### src/rtl/alu_seq_divider.sv
// Restoring radix-2 unsigned divider: one quotient bit per cycle, MSB first.
// The trial subtraction runs through a parallel-prefix carry-lookahead adder.

module carry_lookahead #(
  parameter int WIDTH = 65
) (
  input  logic [WIDTH-1:0] a_i,
  input  logic [WIDTH-1:0] b_i,
  input  logic             cin_i,
  input  logic             add_op_i,
  output logic [WIDTH-1:0] sum_o
);
  // add_op_i=1: a + b + cin.  add_op_i=0: a - b - cin (cin acts as borrow-in).
  always_comb begin : cla_prefix
    logic [WIDTH-1:0] b_eff;
    logic [WIDTH-1:0] prop;
    logic [WIDTH-1:0] grp_g;
    logic [WIDTH-1:0] grp_p;
    logic             c0;
    b_eff = add_op_i ? b_i : ~b_i;
    c0    = add_op_i ? cin_i : ~cin_i;
    prop  = a_i ^ b_eff;
    grp_g = a_i & b_eff;
    grp_g[0] = grp_g[0] | (prop[0] & c0);
    grp_p = prop;
    // Kogge-Stone levels; descending i so grp_*[i-d] still holds the previous level.
    for (int d = 1; d < WIDTH; d = d * 2) begin
      for (int i = WIDTH - 1; i >= d; i--) begin
        grp_g[i] = grp_g[i] | (grp_p[i] & grp_g[i-d]);
        grp_p[i] = grp_p[i] & grp_p[i-d];
      end
    end
    sum_o = prop ^ {grp_g[WIDTH-2:0], c0};
  end
endmodule

module alu_seq_divider #(
  parameter int DATA_WIDTH = 64
) (
  input  logic                  clk,
  input  logic                  reset,
  input  logic                  start_i,
  input  logic [DATA_WIDTH-1:0] dividend_i,
  input  logic [DATA_WIDTH-1:0] divisor_i,
  output logic                  busy_o,
  output logic                  done_o,
  output logic [DATA_WIDTH-1:0] quotient_o,
  output logic [DATA_WIDTH-1:0] remainder_o,
  output logic                  div_by_zero_o
);
  localparam int CNT_W = (DATA_WIDTH > 1) ? $clog2(DATA_WIDTH) : 1;
  localparam logic [CNT_W-1:0] LAST_CNT = CNT_W'(DATA_WIDTH - 1);

  typedef enum logic [1:0] {IDLE, RUN, DONE} state_t;

  state_t                state_q, state_d;
  logic [CNT_W-1:0]      count_q, count_d;
  logic [DATA_WIDTH-1:0] quotient_q, quotient_d;
  logic [DATA_WIDTH-1:0] remainder_q, remainder_d;
  logic                  dbz_q, dbz_d;
  // work_q starts as the dividend and fills with quotient bits from the LSB end.
  logic [DATA_WIDTH-1:0] work_q, work_d;
  logic [DATA_WIDTH-1:0] divisor_q, divisor_d;
  logic [DATA_WIDTH-1:0] rem_q, rem_d;

  logic [DATA_WIDTH:0]   shifted;
  logic [DATA_WIDTH:0]   diff;

  assign shifted = {rem_q, work_q[DATA_WIDTH-1]};

  carry_lookahead #(.WIDTH(DATA_WIDTH + 1)) u_trial_sub (
    .a_i      (shifted),
    .b_i      ({1'b0, divisor_q}),
    .cin_i    (1'b0),
    .add_op_i (1'b0),
    .sum_o    (diff)
  );

  always_comb begin
    state_d     = state_q;
    count_d     = count_q;
    quotient_d  = quotient_q;
    remainder_d = remainder_q;
    dbz_d       = dbz_q;
    work_d      = work_q;
    divisor_d   = divisor_q;
    rem_d       = rem_q;
    unique case (state_q)
      IDLE: begin
        if (start_i) begin
          work_d    = dividend_i;
          divisor_d = divisor_i;
          rem_d     = '0;
          count_d   = '0;
          if (divisor_i == '0) begin
            quotient_d  = '1;
            remainder_d = dividend_i;
            dbz_d       = 1'b1;
            state_d     = DONE;
          end else begin
            state_d = RUN;
          end
        end
      end
      RUN: begin
        // Negative difference means the divisor did not fit: restore.
        rem_d   = diff[DATA_WIDTH] ? shifted[DATA_WIDTH-1:0] : diff[DATA_WIDTH-1:0];
        work_d  = {work_q[DATA_WIDTH-2:0], ~diff[DATA_WIDTH]};
        count_d = count_q + CNT_W'(1);
        if (count_q == LAST_CNT) begin
          count_d     = '0;
          quotient_d  = work_d;
          remainder_d = rem_d;
          dbz_d       = 1'b0;
          state_d     = DONE;
        end
      end
      DONE:    state_d = IDLE;
      default: state_d = IDLE;
    endcase
  end

  always_ff @(posedge clk) begin
    if (reset) begin
      state_q     <= IDLE;
      count_q     <= '0;
      quotient_q  <= '0;
      remainder_q <= '0;
      dbz_q       <= 1'b0;
    end else begin
      state_q     <= state_d;
      count_q     <= count_d;
      quotient_q  <= quotient_d;
      remainder_q <= remainder_d;
      dbz_q       <= dbz_d;
    end
  end

  always_ff @(posedge clk) begin
    work_q    <= work_d;
    divisor_q <= divisor_d;
    rem_q     <= rem_d;
  end

  assign busy_o        = (state_q != IDLE);
  assign done_o        = (state_q == DONE);
  assign quotient_o    = quotient_q;
  assign remainder_o   = remainder_q;
  assign div_by_zero_o = dbz_q;
endmodule
### config.mk
export PLATFORM = sky130hd
export DESIGN_NAME = alu_seq_divider
export DESIGN_NICKNAME = d
export VERILOG_FILES = /design/src/rtl/alu_seq_divider.sv
export SDC_FILE = /design/constraint.sdc
export NUM_CORES = 1
export LEC_CHECK = 0
export ABC_AREA = 0
export CORE_MARGIN = 1
export CORE_UTILIZATION = 50
export DETAILED_ROUTE_END_ITERATION = 7
export GPL_TIMING_DRIVEN = 0
export MAX_ROUTING_LAYER = met4
export PLACE_DENSITY = 0.75
export RECOVER_POWER = 100
export SETUP_SLACK_MARGIN = 0.3
export SLEW_MARGIN = 10
export SYNTH_ARGS = -nofsm -noshare
export SYNTH_HDL_FRONTEND = slang
export SYNTH_SLANG_ARGS = --single-unit
### constraint.sdc
create_clock -name clk -period 10.1 [get_ports clk]
set_clock_uncertainty 0.15 [all_clocks]
set_input_delay 2.02 -clock clk [delete_from_list [all_inputs] [get_ports clk]]
set_output_delay 2.02 -clock clk [all_outputs]
set_load 0.05 [all_outputs]
# --- After elaboration in Yosys (flattened, before gate mapping) ---
# Cells that the tools add are included.
op_classes:
  mul: 0
  n_mux: 24
  n_eq_ne: 6
  bitwise_logic: 906
  shift: 0
  n_addsub: 1
  div: 0
  order_cmp: 0
  reduce_logical: 8
ops:
  columns: ["operator", "n"]
  rows:
  - ["1-bit bitwise AND", 579]
  - ["64-bit two-way mux", 9]
  - ["64-bit one-hot mux with 2 select lines", 4]
  - ["1-bit bitwise OR", 322]
  - ["65-bit XOR", 2]
  - ["64-bit inverter with 65-bit output", 1]
  - ["64-bit bitwise AND", 1]
  - ["64-bit zero test", 1]
  - ["6-bit two-way mux", 2]
  - ["6-bit one-hot mux with 2 select lines", 1]
  - ["6-bit by 1-bit adder with 6-bit output (second input constant)", 1]
  - ["6-bit equality test (second input constant)", 1]
  - ["2-bit two-way mux", 3]
  - ["2-bit inequality test (second input constant)", 3]
  - ["2-bit AND reduction", 3]
  - ["2-bit one-hot mux with 2 select lines", 1]
  - ["4-bit AND reduction", 1]
  - ["2-bit nonzero test", 2]
  - ["1-bit two-way mux", 3]
  - ["2-bit by 1-bit equality test with 1-bit output (second input constant)", 1]
  - ["2-bit equality test (second input constant)", 1]
  - ["2-bit zero test", 1]
  - ["1-bit one-hot mux with 2 select lines", 1]
  - ["1-bit inverter", 1]
totals:
  mem_count: 0
  mem_bits_ro: 0
  out_inout_bits: 131
  word_cells: 953
  regBits: 329
  latch_bits: 0
  ramBits: 0

# --- Depth between registers and ports, before layout ---
depth:
  depth_word: 19
  depth_mapped: 16
  depth_no_buf: 13

# --- Hierarchy ---
# From an unflattened synthesis, not the netlist that was laid out.
unflattened:
  hier_cells: 1766
  area_unflattened_um2: 17780.8
by_module_without_submodules:
  columns: ["mod", "seq_area_each_um2", "instances", "area_per_inst_um2", "cells_each"]
  rows:
  - ["alu_seq_divider", 8508.2, 1, 13421.6, 1148]
  - ["carry_lookahead", 0.0, 1, 4359.2, 618]

# --- Least setup slack after synthesis ---
# Ideal clock, no wire load.
synth_path:
  kind: "input -> register"
  start: "in start_i"
  end: "reg count_q[5]"
  path_buffers: 0
  setup_time_ns: 0.123
  path_stages: 6
  path_slack_ns: 1.270
  arrival_ns: 8.557
  path_cell_list: "nor2_1 -> nor2_1 -> and4_1 -> nand3_1 -> xor2_1 -> nor2_1"
synth_via:
  elab_chain_cells: 2
synth_rtl:
  columns: ["item", "line_no", "rtl"]
  rows:
  - ["start: declaration", "42", "input logic start_i,"]
  - ["2-bit inequality test (no source line)", null, null]
  - ["2-bit AND reduction (no source line)", null, null]
  - ["end signal: assignment", "132", "count_q <= count_d;"]
  - ["end: declaration", "57", "logic [CNT_W-1:0] count_q, count_d;"]
# No other way between the ends.
# A chain may end at the register's enable or synchronous reset.

# --- Worst setup path in the final report ---
layout_path:
  start: "in divisor_i[6]"
  end: "reg remainder_q[55], in the netlist remainder_o[55]"
layout_via:
  elab_chain_cells: 3
layout_rtl:
  columns: ["item", "line_no", "rtl"]
  rows:
  - ["start: declaration", "44", "input logic [DATA_WIDTH-1:0] divisor_i,"]
  - ["64-bit zero test", "95", "if (divisor_i == '0) begin"]
  - ["2-bit inequality test (no source line)", null, null]
  - ["4-bit AND reduction (no source line)", null, null]
  - ["end signal: assignment", "134", "remainder_q <= remainder_d;"]
  - ["end: declaration", "59", "logic [DATA_WIDTH-1:0] remainder_q, remainder_d;"]
# No other way between the ends.

==> impl_metrics.json <==
{
  "outcome": "finished, violations left",
  "violations": "max-capacitance violations, max-slew violations",
  "arrival_ns": 7.04,
  "pwr-share-clk": 0.331,
  "start_util": 0.5118,
  "synth_common_cells": "nand2_1 (288), nor2_1 (220), edfxtp_1 (192)",
  "vias": 15690,
  "slew_violations": 154,
  "rsz0062_at_grt": "no",
  "io_pins": 262,
  "viasPerCell": 5.959,
  "hold_buffers": 0,
  "ctsHtreeMaxLevel": 2,
  "ys_warn_count": 0,
  "setup_viol": 0,
  "ant_nets": 0,
  "synth-edff-count": 192,
  "final_cells": 2632,
  "die_area_um2": 35240,
  "dr.max_layer_used": "met4",
  "regArea_um2": 8508,
  "coreArea_um2": 33700,
  "p_int_mw": 2.662,
  "cts_setup_buffers": 0,
  "first_pass_iters": 5,
  "area.growth.synth_to_final_pct": 24.85,
  "dp_cells": 2565,
  "yosys-top-cells-area": "edfxtp_1 (33%), dfxtp_1 (16%), nand2_1 (6.3%)",
  "yosysTopAreaCell": "edfxtp_1",
  "netlist.area_leader.share": 0.3343,
  "cts.repair.resized": 0,
  "path_class": "in2reg",
  "period_minus_slack_ns": 6.733,
  "crit_required_ns": 10.41,
  "numPortBuffers": 260,
  "fin_tns_setup_ns": 0,
  "grt_usage": 0.3515,
  "synth_area_per_cell_um2": 9.322,
  "powerDensity_nw_per_um2": 183.7,
  "cts_made_buffers": 37,
  "comb_power_share": 0.265,
  "row_count": 67,
  "drt-initial-drc-count": 1528,
  "cts_root_buf": "clkbuf_16",
  "cts.sinks": 329,
  "grt_first_pass_wirelength_mm": 91.28,
  "place_congestion": 0.9386,
  "netSwitchingPower_mw": 1.293,
  "timing_hold_violations_final": 0,
  "synth_seq_area_share": 0.4933,
  "synth-async-reset-ratio": 0,
  "grt_pass1_vias": 15380,
  "dp_hpwl_mm": 47.67,
  "drc": 0,
  "min_period_over_period": 0.6666,
  "cts_tree": "done",
  "die_x_um": 187.7,
  "crit_path_end_kind": "flip-flop",
  "overflow": 0,
  "grt_max_degree": 34,
  "p_sw_frac": 0.3269,
  "synthFlopType": "edfxtp_1",
  "post-synth-top-count-cell": "nand2_1",
  "clkLatencyLatePin_ns": 0.54,
  "wl_met2_mm": 29.57,
  "synth_nets": 2047,
  "final_cell_area_um2": 21530,
  "clk_pin_slew_ns": 0.06,
  "wl_mm": 60.92,
  "synth_cells": 1850,
  "synth_seq_cells": 329,
  "cp-start-kind": "primary input",
  "wl_met3_mm": 4.532,
  "placed_area_um2": 20580,
  "multi_input_area_um2": 7939,
  "met1_length_mm": 24.51,
  "clk_path_buf_depth": 3,
  "cp_max_fo": 10,
  "antenna_found_initial": 1,
  "cap_violations": 5,
  "hold_class": "reg2reg",
  "seq_power_share": 0.404,
  "synth_cell_types": 75,
  "fillers": 2923,
  "fmax_mhz": 148.5,
  "tightest_slew_ns": 1.831,
  "syn-cell-area_um2": 17250,
  "relSlewSlack": -0.2208,
  "drive_above_1_share": 0.03848,
  "p_leak_nw": 8.730,
  "vdd_drop_max_mv": 0.1510,
  "post_drt_wl_per_cell_um": 23.14,
  "die_h_um": 187.7,
  "final_nets": 2353
}
[registers in the layout, indices dropped and copies added, names as in the netlist]
name and flops:
remainder_o 64, rem_q 64, work_q 64, count_q 6, state_q 2, divisor_q 64
quotient_o 64, div_by_zero_o 1
[through the flow]
step           hold WS [ns]  power, mW  utilization  setup slack (ns)
2_1_floorplan        0.3121      2.314            -             1.270
3_3_place_gp         0.3130      2.667       0.6056            -2.271
3_5_place_dp         0.3091      2.675       0.6107             3.191
4_1_cts              0.3251      3.969       0.6448             3.727
5_1_grt              0.3400      4.098       0.6389             3.128
6_report             0.3215      3.955       0.6389             3.367
[metal layers]
layer  track usage  vias up
met5             -        -
met4        0.1248        0
met3       0.04604      114
met2        0.5866      813
met1        0.4370     7499
li1              -     7259
[power by group through the flow]
stage          logic, mW  registers (mW)  clock network (mW)
2_1_floorplan      0.713            1.60                   0
4_1_cts             1.06            1.59                1.31
3_3_place_gp        1.03            1.63                   0
6_report            1.05            1.60                1.31
5_1_grt             1.13            1.61                1.37
3_5_place_dp        1.05            1.62                   0
[cell type report]
class,instances,share of cell area
antenna,1,0.0001162
buffer,109,0.01993
clock buffer,56,0.04916
clock inverter,10,0.004184
inverter,84,0.01464
multi-input combinational,1328,0.3687
sequential,329,0.3951
tap,448,0.02603
timing repair buffer,267,0.1221
[logic make-up after synthesis]
group | synth area share
and+or+nand+nor | 0.2010
adders and majority gates | 0.04832
AOI/OAI and AO/OA | 0.1480
muxes | 0.03083
DFF | 0.4933
xor gates and xnor gates | 0.03344
buffers and inverters | 0.04512
[critical path, stage by stage]
cell and delay [ns]:
dlygate4sd3_1 0.56, nor4_1 1.00, nand4_1 0.27, nor4_1 0.89
nand3b_1 0.19, a21oi_1 0.50, clkbuf_1 0.72, clkbuf_1 0.54
nor2_1 0.13, nor3_1 0.21
[worst paths after layout]
kind / cells after the start / end / from / slack, ns
setup / recovery: 10 / remainder_o[55]$_SDFFE_PP0P_ / divisor_i[6] / 3.37
hold / removal: 2 / remainder_o[32]$_SDFFE_PP0P_ / remainder_o[32]$_SDFFE_PP0P_ / 0.32
setup reg to reg: 14 / rem_q[62]$_SDFFCE_PN0P_ / divisor_q[0]$_DFFE_PP_ / 3.68
hold reg to reg: 2 / remainder_o[32]$_SDFFE_PP0P_ / remainder_o[32]$_SDFFE_PP0P_ / 0.32
[placed cells by master, fill, tap and decap left out, types with 11 or more instances in the layout]
| cell type | Yosys | final |
|---|---|---|
| ha_1 | 65 | 65 |
| clkbuf_16 | 0 | 38 |
| nor3_1 | 155 | 155 |
| a31oi_1 | 11 | 11 |
| dfxtp_1 | 137 | 137 |
| and2_1 | 17 | 12 |
| clkbuf_1 | 80 | 116 |
| nand2_1 | 288 | 288 |
| edfxtp_1 | 192 | 192 |
| o221a_1 | 25 | 25 |
| nand3_1 | 18 | 18 |
| dlygate4sd3_1 | 0 | 206 |
| nor2_1 | 220 | 220 |
| a21o_1 | 31 | 31 |
| xnor2_1 | 46 | 46 |
| o21a_1 | 13 | 13 |
| mux2i_1 | 52 | 52 |
| clkdlybuf4s50_1 | 0 | 54 |
| nor4_1 | 21 | 21 |
| xor2_1 | 18 | 18 |
| o21ai_1 | 15 | 14 |
| a211oi_1 | 11 | 11 |
| inv_1 | 84 | 84 |
| o31a_1 | 11 | 11 |
| nand4_1 | 26 | 26 |
| o21ai_0 | 51 | 53 |
| o21bai_1 | 13 | 13 |
| a21oi_1 | 97 | 98 |
(Power assumes the default switching activity.)
